--- src/rtl/accum_requant_sat.sv ---
// accum_requant_sat
//   Streaming requantiser that sits directly after the 2W-wide MAC accumulator.
//   A signed accumulator word is scaled down by 2^FRAC, saturated to the signed
//   W-bit range and tagged with overflow/underflow flags. Two pipeline stages with
//   valid/ready on both sides; sticky saturating counters record how many clipped
//   samples were handed downstream.
//
// Build option:
//   ROUND_NEAREST_EN  defined   -> add 2^(FRAC-1) before the bound check (round half up)
//                     undefined -> plain truncation (floor)
//
// Parameters:
//   W      output sample width (input is 2*W)
//   FRAC   output fractional bits (shift amount applied to the accumulator word)
//   CNT_W  width of each saturation event counter
//
// Ports:
//   clk        clock, all logic on rising edge
//   rst        synchronous active-high reset
//   in_data    signed accumulator word (2*W bits)
//   in_valid   in_data valid
//   in_ready   stage 1 accepts in_data this cycle
//   out_data   signed saturated sample (W bits)
//   out_ovf    out_data was clipped to the positive limit
//   out_unf    out_data was clipped to the negative limit
//   out_valid  out_data and flags valid
//   out_ready  consumer accepts the output this cycle
//   cnt_clear  synchronous clear of both counters (wins over increment)
//   ovf_count  overflow samples handed off, saturating
//   unf_count  underflow samples handed off, saturating
module accum_requant_sat #(
  parameter int unsigned W     = 16,
  parameter int unsigned FRAC  = 12,
  parameter int unsigned CNT_W = 16
) (
  input  logic             clk,
  input  logic             rst,
  input  logic [2*W-1:0]   in_data,
  input  logic             in_valid,
  output logic             in_ready,
  output logic [W-1:0]     out_data,
  output logic             out_ovf,
  output logic             out_unf,
  output logic             out_valid,
  input  logic             out_ready,
  input  logic             cnt_clear,
  output logic [CNT_W-1:0] ovf_count,
  output logic [CNT_W-1:0] unf_count
);

  // One guard bit over the accumulator so the rounding offset can never wrap.
  localparam int unsigned XW     = 2 * W + 1;
  localparam int unsigned SatExp = W - 1 + FRAC;

  // Bounds in the unshifted domain: HI = 2^(W-1+FRAC) - 1, LO = -2^(W-1+FRAC).
  localparam logic signed [XW-1:0] Hi = (XW'(1) << SatExp) - XW'(1);
  localparam logic signed [XW-1:0] Lo = ~Hi;

  localparam logic [W-1:0] PosMax = {1'b0, {(W - 1){1'b1}}};
  localparam logic [W-1:0] NegMax = {1'b1, {(W - 1){1'b0}}};

  // ---------------------------------------------------------------------------
  // Stage 1 combinational: pre-scale, bound check, slice
  // ---------------------------------------------------------------------------
  logic signed [XW-1:0] w_ext;
  logic signed [XW-1:0] w_v;
  logic                 w_ovf;
  logic                 w_unf;
  logic [W-1:0]         w_slice;

  assign w_ext = {in_data[2*W-1], in_data};

`ifdef ROUND_NEAREST_EN
  localparam logic signed [XW-1:0] RndOfs = XW'(1) << (FRAC - 1);
  assign w_v = w_ext + RndOfs;
`else
  assign w_v = w_ext;
`endif

  assign w_ovf   = (w_v > Hi);
  assign w_unf   = (w_v < Lo);
  // Floor of v / 2^FRAC; only meaningful when neither flag is set.
  assign w_slice = w_v[W+FRAC-1:FRAC];

  // ---------------------------------------------------------------------------
  // Handshake
  // ---------------------------------------------------------------------------
  logic         r_s1_valid;
  logic [W-1:0] r_s1_slice;
  logic         r_s1_ovf;
  logic         r_s1_unf;

  logic         r_out_valid;
  logic [W-1:0] r_out_data;
  logic         r_out_ovf;
  logic         r_out_unf;

  logic         w_adv2;
  logic         w_in_ready;
  logic         w_in_hs;
  logic         w_out_hs;

  assign w_adv2     = !r_out_valid || out_ready;
  // Stage 1 can take new data if it is empty or is draining into stage 2.
  assign w_in_ready = !r_s1_valid || w_adv2;
  assign w_in_hs    = w_in_ready && in_valid;
  assign w_out_hs   = r_out_valid && out_ready;

  // ---------------------------------------------------------------------------
  // Stage 1 register: slice of v plus flags (the slice is all stage 2 needs)
  // ---------------------------------------------------------------------------
  always_ff @(posedge clk) begin
    if (rst) begin
      r_s1_valid <= 1'b0;
      r_s1_slice <= '0;
      r_s1_ovf   <= 1'b0;
      r_s1_unf   <= 1'b0;
    end else begin
      if (w_in_ready) begin
        r_s1_valid <= in_valid;
      end
      if (w_in_hs) begin
        r_s1_slice <= w_slice;
        r_s1_ovf   <= w_ovf;
        r_s1_unf   <= w_unf;
      end
    end
  end

  // ---------------------------------------------------------------------------
  // Stage 2: saturation mux and output register
  // ---------------------------------------------------------------------------
  logic [W-1:0] w_sat;

  always_comb begin
    w_sat = r_s1_slice;
    if (r_s1_ovf) begin
      w_sat = PosMax;
    end else if (r_s1_unf) begin
      w_sat = NegMax;
    end
  end

  always_ff @(posedge clk) begin
    if (rst) begin
      r_out_valid <= 1'b0;
      r_out_data  <= '0;
      r_out_ovf   <= 1'b0;
      r_out_unf   <= 1'b0;
    end else if (w_adv2) begin
      r_out_valid <= r_s1_valid;
      // Payload only moves with a real sample so a bubble leaves the last value in place.
      if (r_s1_valid) begin
        r_out_data <= w_sat;
        r_out_ovf  <= r_s1_ovf;
        r_out_unf  <= r_s1_unf;
      end
    end
  end

  // ---------------------------------------------------------------------------
  // Saturation event counters, counted at the output handshake
  // ---------------------------------------------------------------------------
  logic [CNT_W-1:0] r_ovf_cnt;
  logic [CNT_W-1:0] r_unf_cnt;
  logic [CNT_W-1:0] w_ovf_cnt_nxt;
  logic [CNT_W-1:0] w_unf_cnt_nxt;

  always_comb begin
    w_ovf_cnt_nxt = r_ovf_cnt;
    w_unf_cnt_nxt = r_unf_cnt;
    if (cnt_clear) begin
      w_ovf_cnt_nxt = '0;
      w_unf_cnt_nxt = '0;
    end else if (w_out_hs) begin
      if (r_out_ovf && !(&r_ovf_cnt)) begin
        w_ovf_cnt_nxt = r_ovf_cnt + CNT_W'(1);
      end
      if (r_out_unf && !(&r_unf_cnt)) begin
        w_unf_cnt_nxt = r_unf_cnt + CNT_W'(1);
      end
    end
  end

  always_ff @(posedge clk) begin
    if (rst) begin
      r_ovf_cnt <= '0;
      r_unf_cnt <= '0;
    end else begin
      r_ovf_cnt <= w_ovf_cnt_nxt;
      r_unf_cnt <= w_unf_cnt_nxt;
    end
  end

  // ---------------------------------------------------------------------------
  // Outputs
  // ---------------------------------------------------------------------------
  assign in_ready  = w_in_ready;
  assign out_data  = r_out_data;
  assign out_ovf   = r_out_ovf;
  assign out_unf   = r_out_unf;
  assign out_valid = r_out_valid;
  assign ovf_count = r_ovf_cnt;
  assign unf_count = r_unf_cnt;

endmodule

--- config.mk ---
export PLATFORM = sky130hd
export DESIGN_NAME = accum_requant_sat
export DESIGN_NICKNAME = d
export VERILOG_FILES = /design/src/rtl/accum_requant_sat.sv
export SDC_FILE = /design/constraint.sdc
export NUM_CORES = 1
export LEC_CHECK = 0
export ABC_AREA = 1
export ABC_CLOCK_PERIOD_IN_PS = 2200
export CAP_MARGIN = 10
export CORE_UTILIZATION = 49
export DETAILED_ROUTE_END_ITERATION = 12
export GPL_TIMING_DRIVEN = 0
export PLACE_DENSITY = 0.8
export SYNTH_ARGS = -nofsm -noshare
export SYNTH_HDL_FRONTEND = slang
export SYNTH_SLANG_ARGS = --single-unit
--- constraint.sdc ---
create_clock -name clk -period 2.2 [get_ports clk]
set_clock_uncertainty 0.15 [all_clocks]
set_input_delay 0.55 -clock clk [delete_from_list [all_inputs] [get_ports clk]]
set_output_delay 0.55 -clock clk [all_outputs]
set_load 0.01 [all_outputs]
# Word level (Yosys, flattened, before mapping)
# Index checks and enable logic that the tools add are counted.
[totals] output_inout_bits=52 wordCells=32 ff_bits=70 in_bits=37
[classes] n_reduce_logical=16 mux=2 order_cmp=2 n_addsub=2
[ops] operator="$add 16x1->16 const B" count=2
[ops] operator="$gt 32x28->1 const B" count=1
[ops] operator="$lt 32x28->1 const B" count=1
[ops] operator="$mux 16" count=2
[ops] operator="$reduce_and 16->1" count=2
[ops] operator="$reduce_and 2->1" count=3
[ops] operator="$logic_and 1x1->1" count=4
[ops] operator="$logic_not 1->1" count=4
[ops] operator="$logic_or 1x1->1" count=2
[ops] operator="$reduce_or 2->1" count=1

# Logic depth before layout (Yosys ltp)
[depth] ltp_word=4 ltp_mapped=11

# Least setup slack after synthesis
# No wires, ideal clock.
[synth_timing] path_type="input to register" start="input port out_ready" end="register r_s1_ovf" t_arrival_ps=1458 setup_time_ps=121 n_path_buf=1 t_required_ps=1929 cell_stages=7 path_slack_ps=471 cell_sequence="inv_1 > nand3_1 > nand2_1 > clkbuf_1 > or2_2 > nor4_1 > nor2_1"
[synth_via] elab_chain_cells=3
[synth_lines] item="start, declared" line_no="45" source="input logic out_ready,"
[synth_lines] item="$logic_or 1x1->1" line_no="103" source="assign w_adv2 = !r_out_valid || out_ready;"
[synth_lines] item="$logic_or 1x1->1" line_no="105" source="assign w_in_ready = !r_s1_valid || w_adv2;"
[synth_lines] item="named net in_ready" line_no="40" source="output logic in_ready,"
[synth_lines] item="$logic_and 1x1->1" line_no="106" source="assign w_in_hs = w_in_ready && in_valid;"
[synth_lines] item="end signal, assigned" line_no="124" source="r_s1_ovf <= w_ovf;"
[synth_lines] item="end, declared" line_no="90" source="logic r_s1_ovf;"
# The timed path passes the listed nets, and every way through them passes these cells.
# A chain may end at the register's enable or synchronous reset.

# Final worst setup path
[layout_timing] start="input port out_ready" end="output port in_ready"
[layout_via] elab_chain_cells=2
[layout_lines] item="$logic_or 1x1->1" line_no="103"
[layout_lines] item="$logic_or 1x1->1" line_no="105"
[layout_lines] item="end, declared" line_no="40"
# No other way between the ends.

==> impl_metrics.env <==
export IMPL_slowest_delay_ps=490
export IMPL_vdd_drop_max_mv=0.384
export IMPL_use_met1_pct=29.3
export IMPL_fin_ws_ps=70.2
export IMPL_grt_pass1_wl_um=13700
export IMPL_p_leak_uw=0.00163
export IMPL_synth_edff_count=0
export IMPL_crit_fanout=3
export IMPL_tritoncts_num_buffers=9
export IMPL_core_um2=6790
export IMPL_synthArstFlopShare_pct=0
export IMPL_syn_area_um2=3430
export IMPL_grt_ovfl_total=0
export IMPL_vias_per_cell=5.00
export IMPL_finalHoldViolations=0
export IMPL_syn_avg_cell_area_um2=6.91
export IMPL_final_max_slew_violation_count=0
export IMPL_dieArea_um2=7340
export IMPL_antenna_found_initial=0
export IMPL_ys_seq_elements=70
export IMPL_met2_usage_pct=40.2
export IMPL_synth_top_area_share_pct=40.9
export IMPL_worst_endpoint_required_ps=1500
export IMPL_synth_top_flop_cell="dfxtp_1"
export IMPL_gp_congestion=0.882
export IMPL_min_period_ps=2130
export IMPL_worst_pin_slew_ps=589
export IMPL_slowest_stage="clkdlybuf4s50_1"
export IMPL_r2r_cells=9
export IMPL_internal_power_uw=2080
export IMPL_grt_max_degree=14
export IMPL_path_class="in2out"
export IMPL_dp_cells=668
export IMPL_antenna_left=0
export IMPL_ctsHoldBuffers=0
export IMPL_placed_area_um2=4310
export IMPL_synthTopCellsByArea="dfxtp_1 (41%), nand2_1 (13%), nor2_1 (10%)"
export IMPL_holdPathStages=2
export IMPL_synthCells=496
export IMPL_portBuffers=76
export IMPL_use_met3_pct=5.10
export IMPL_synth_common_cells="nand2_1 (122), nor2_1 (92), dfxtp_1 (70)"
export IMPL_cts_tree="built"
export IMPL_cp_start_kind="primary input"
export IMPL_p_sw_uw=678
export IMPL_worst_skew_pair_late_latency_ps=350
export IMPL_drt_total_wl_um=8220
export IMPL_drive_above_1_share_pct=9.52
export IMPL_fin_area_um2=4540
export IMPL_timing_final_crit_share_pct=96.8
export IMPL_run_status="completed"
export IMPL_cp_depth=4
export IMPL_cts_root_buf="clkbuf_8"
export IMPL_clockPowerShare_pct=42.0
export IMPL_die_x_um=85.6
export IMPL_timing_reg2reg_setup_slack_ps=300
export IMPL_vias=3422
export IMPL_fin_util_pct=66.9
export IMPL_grt_busiest_layer="met2"
export IMPL_path_buf_inv=3
export IMPL_cts_resized=4
export IMPL_start_util_pct=50.5
export IMPL_setup_viol=0
export IMPL_nets=622
export IMPL_yosys_warnings=0
export IMPL_grt_usage_pct=23.5
export IMPL_combPwrFrac_pct=9.2
export IMPL_synth_yosys_seq_area_share_pct=40.9
export IMPL_timing_critical_path_arrival_ps=1430
export IMPL_yosysTopAreaCell="dfxtp_1"
export IMPL_grt_pass1_vias=3018
export IMPL_cp_top_family="buffers and inverters"
export IMPL_dr_pass1_iters=4
export IMPL_p_seq_share_pct=48.7
export IMPL_diodes=0
export IMPL_rsz0062_at_grt="false"
export IMPL_die_h_um=85.6
export IMPL_yosysMostFrequentCell="nand2_1"
export IMPL_place_ws_ps=-316
export IMPL_io_pins=89
export IMPL_cap_viol_max_count=0
export IMPL_syn_to_final_growth_pct=32.5
export IMPL_hpwl_um=6020
export IMPL_max_slew_margin_pct=60.8
export IMPL_wire_per_inst_um=12.0
export IMPL_fin_cells=684
export IMPL_clock_sinks=70
export IMPL_core_rowCount=30
export IMPL_drc_errors=0
export IMPL_critPathCaptureType="output port"
export IMPL_cp_cell_sequence="clkdlybuf4s50_1 -> inv_1 -> nand3_2 -> clkdlybuf4s15_2"
export IMPL_hold_class="reg2reg"
export IMPL_synth_cell_types=31
export IMPL_cts_buffer_depth=2
export IMPL_switching_share_pct=24.6
export IMPL_post_cts_buffers=0
export IMPL_h_tree_depth=3
export IMPL_path_clk_slew_ps=90
export IMPL_max_freq_mhz=470
export IMPL_synth_net_count=535
export IMPL_drt_initial_drc_count=159
export IMPL_p_per_area_nw_per_um2=608
export IMPL_finalPower_uw=2760
[layout by cell type, fill, tap and decap left out, types with 4 or more instances in the layout]
cell type,Yosys,layout
a21oi_1,38,38
a21oi_2,8,8
buf_2,4,4
clkbuf_1,9,9
clkbuf_8,0,9
clkdlybuf4s50_1,0,75
dfxtp_1,70,70
inv_1,35,35
nand2_1,122,122
nand2_2,6,6
nand3_1,25,24
nand3b_1,4,4
nand4_1,8,8
nor2_1,92,92
nor2_4,6,6
o21ai_0,40,40
xor2_1,6,6
[kinds of logic (layout without fill, tap and decap cells)]
logic type | Yosys count | in the layout | share of synthesized area [%]
and+or+nand+nor | 272 | 272 | 34.9
AOI/OAI and AO/OA | 87 | 87 | 13.6
DFF | 70 | 70 | 40.9
buffers and inverters | 56 | 148 | 7.59
xor gates and xnor gates | 9 | 9 | 2.30
adders and majority gates | 2 | 2 | 0.730
[worst paths after layout]
| path | from | to |
|---|---|---|
| setup reg to reg | unf_count[0]$_SDFFE_PP0P_ | unf_count[10]$_SDFFE_PP0P_ |
| hold reg to reg | r_s1_slice[15]$_SDFFE_PP0P_ | r_s1_slice[15]$_SDFFE_PP0P_ |
| hold / removal | r_s1_slice[15]$_SDFFE_PP0P_ | r_s1_slice[15]$_SDFFE_PP0P_ |
| setup / recovery | out_ready | in_ready |
[routing by layer]
metal | vias up | wire (µm)
met5 | - | 0
met4 | 0 | 93
li1 | 1766 | -
met2 | 104 | 3930
met3 | 7 | 467
met1 | 1545 | 3720
[power groups by stage]
| stage | sequential [µW] | combinational, µW | clock [µW] |
|---|---|---|---|
| 3_3_place_gp | 1370 | 247 | 0 |
| 6_report | 1350 | 255 | 1160 |
| 4_1_cts | 1340 | 255 | 1170 |
| 2_1_floorplan | 1380 | 112 | 0 |
| 5_1_grt | 1350 | 279 | 1240 |
| 3_5_place_dp | 1370 | 253 | 0 |
[worst register-to-register path: cells and delay by family (launching register included)]
family                     cells  cell delay (ps)
adders and majority gates      1              260
DFF                            1              450
and+or+nand+nor                5              590
buffers and inverters          2              260
AOI/OAI and AO/OA              1               50
[state kept, by name (all words and copies together), names as in the netlist]
register / flops
r_s1_ovf: 1
r_s1_valid: 1
out_data: 16
out_valid: 1
r_s1_unf: 1
unf_count: 16
ovf_count: 16
out_unf: 1
out_ovf: 1
r_s1_slice: 16
[stage by stage]
stage	hold slack, ps	setup TNS [ps]
after floorplan	277	0
after global placement	297	-7420
after detailed placement	299	-8140
after CTS	311	0
after global routing	352	0
final	316	0
[final cells by class]
class | instances | area, µm²
clock buffers | 9 | 124
inverters | 38 | 144
repair buffers | 76 | 762
fillers | 615 | 2250
plain buffers | 18 | 116
clock inverters | 7 | 96.3
flip-flops and latches | 70 | 1400
multi-input cells | 370 | 1780
well taps | 96 | 120
Note: power is estimated with default switching activity, not from simulation.
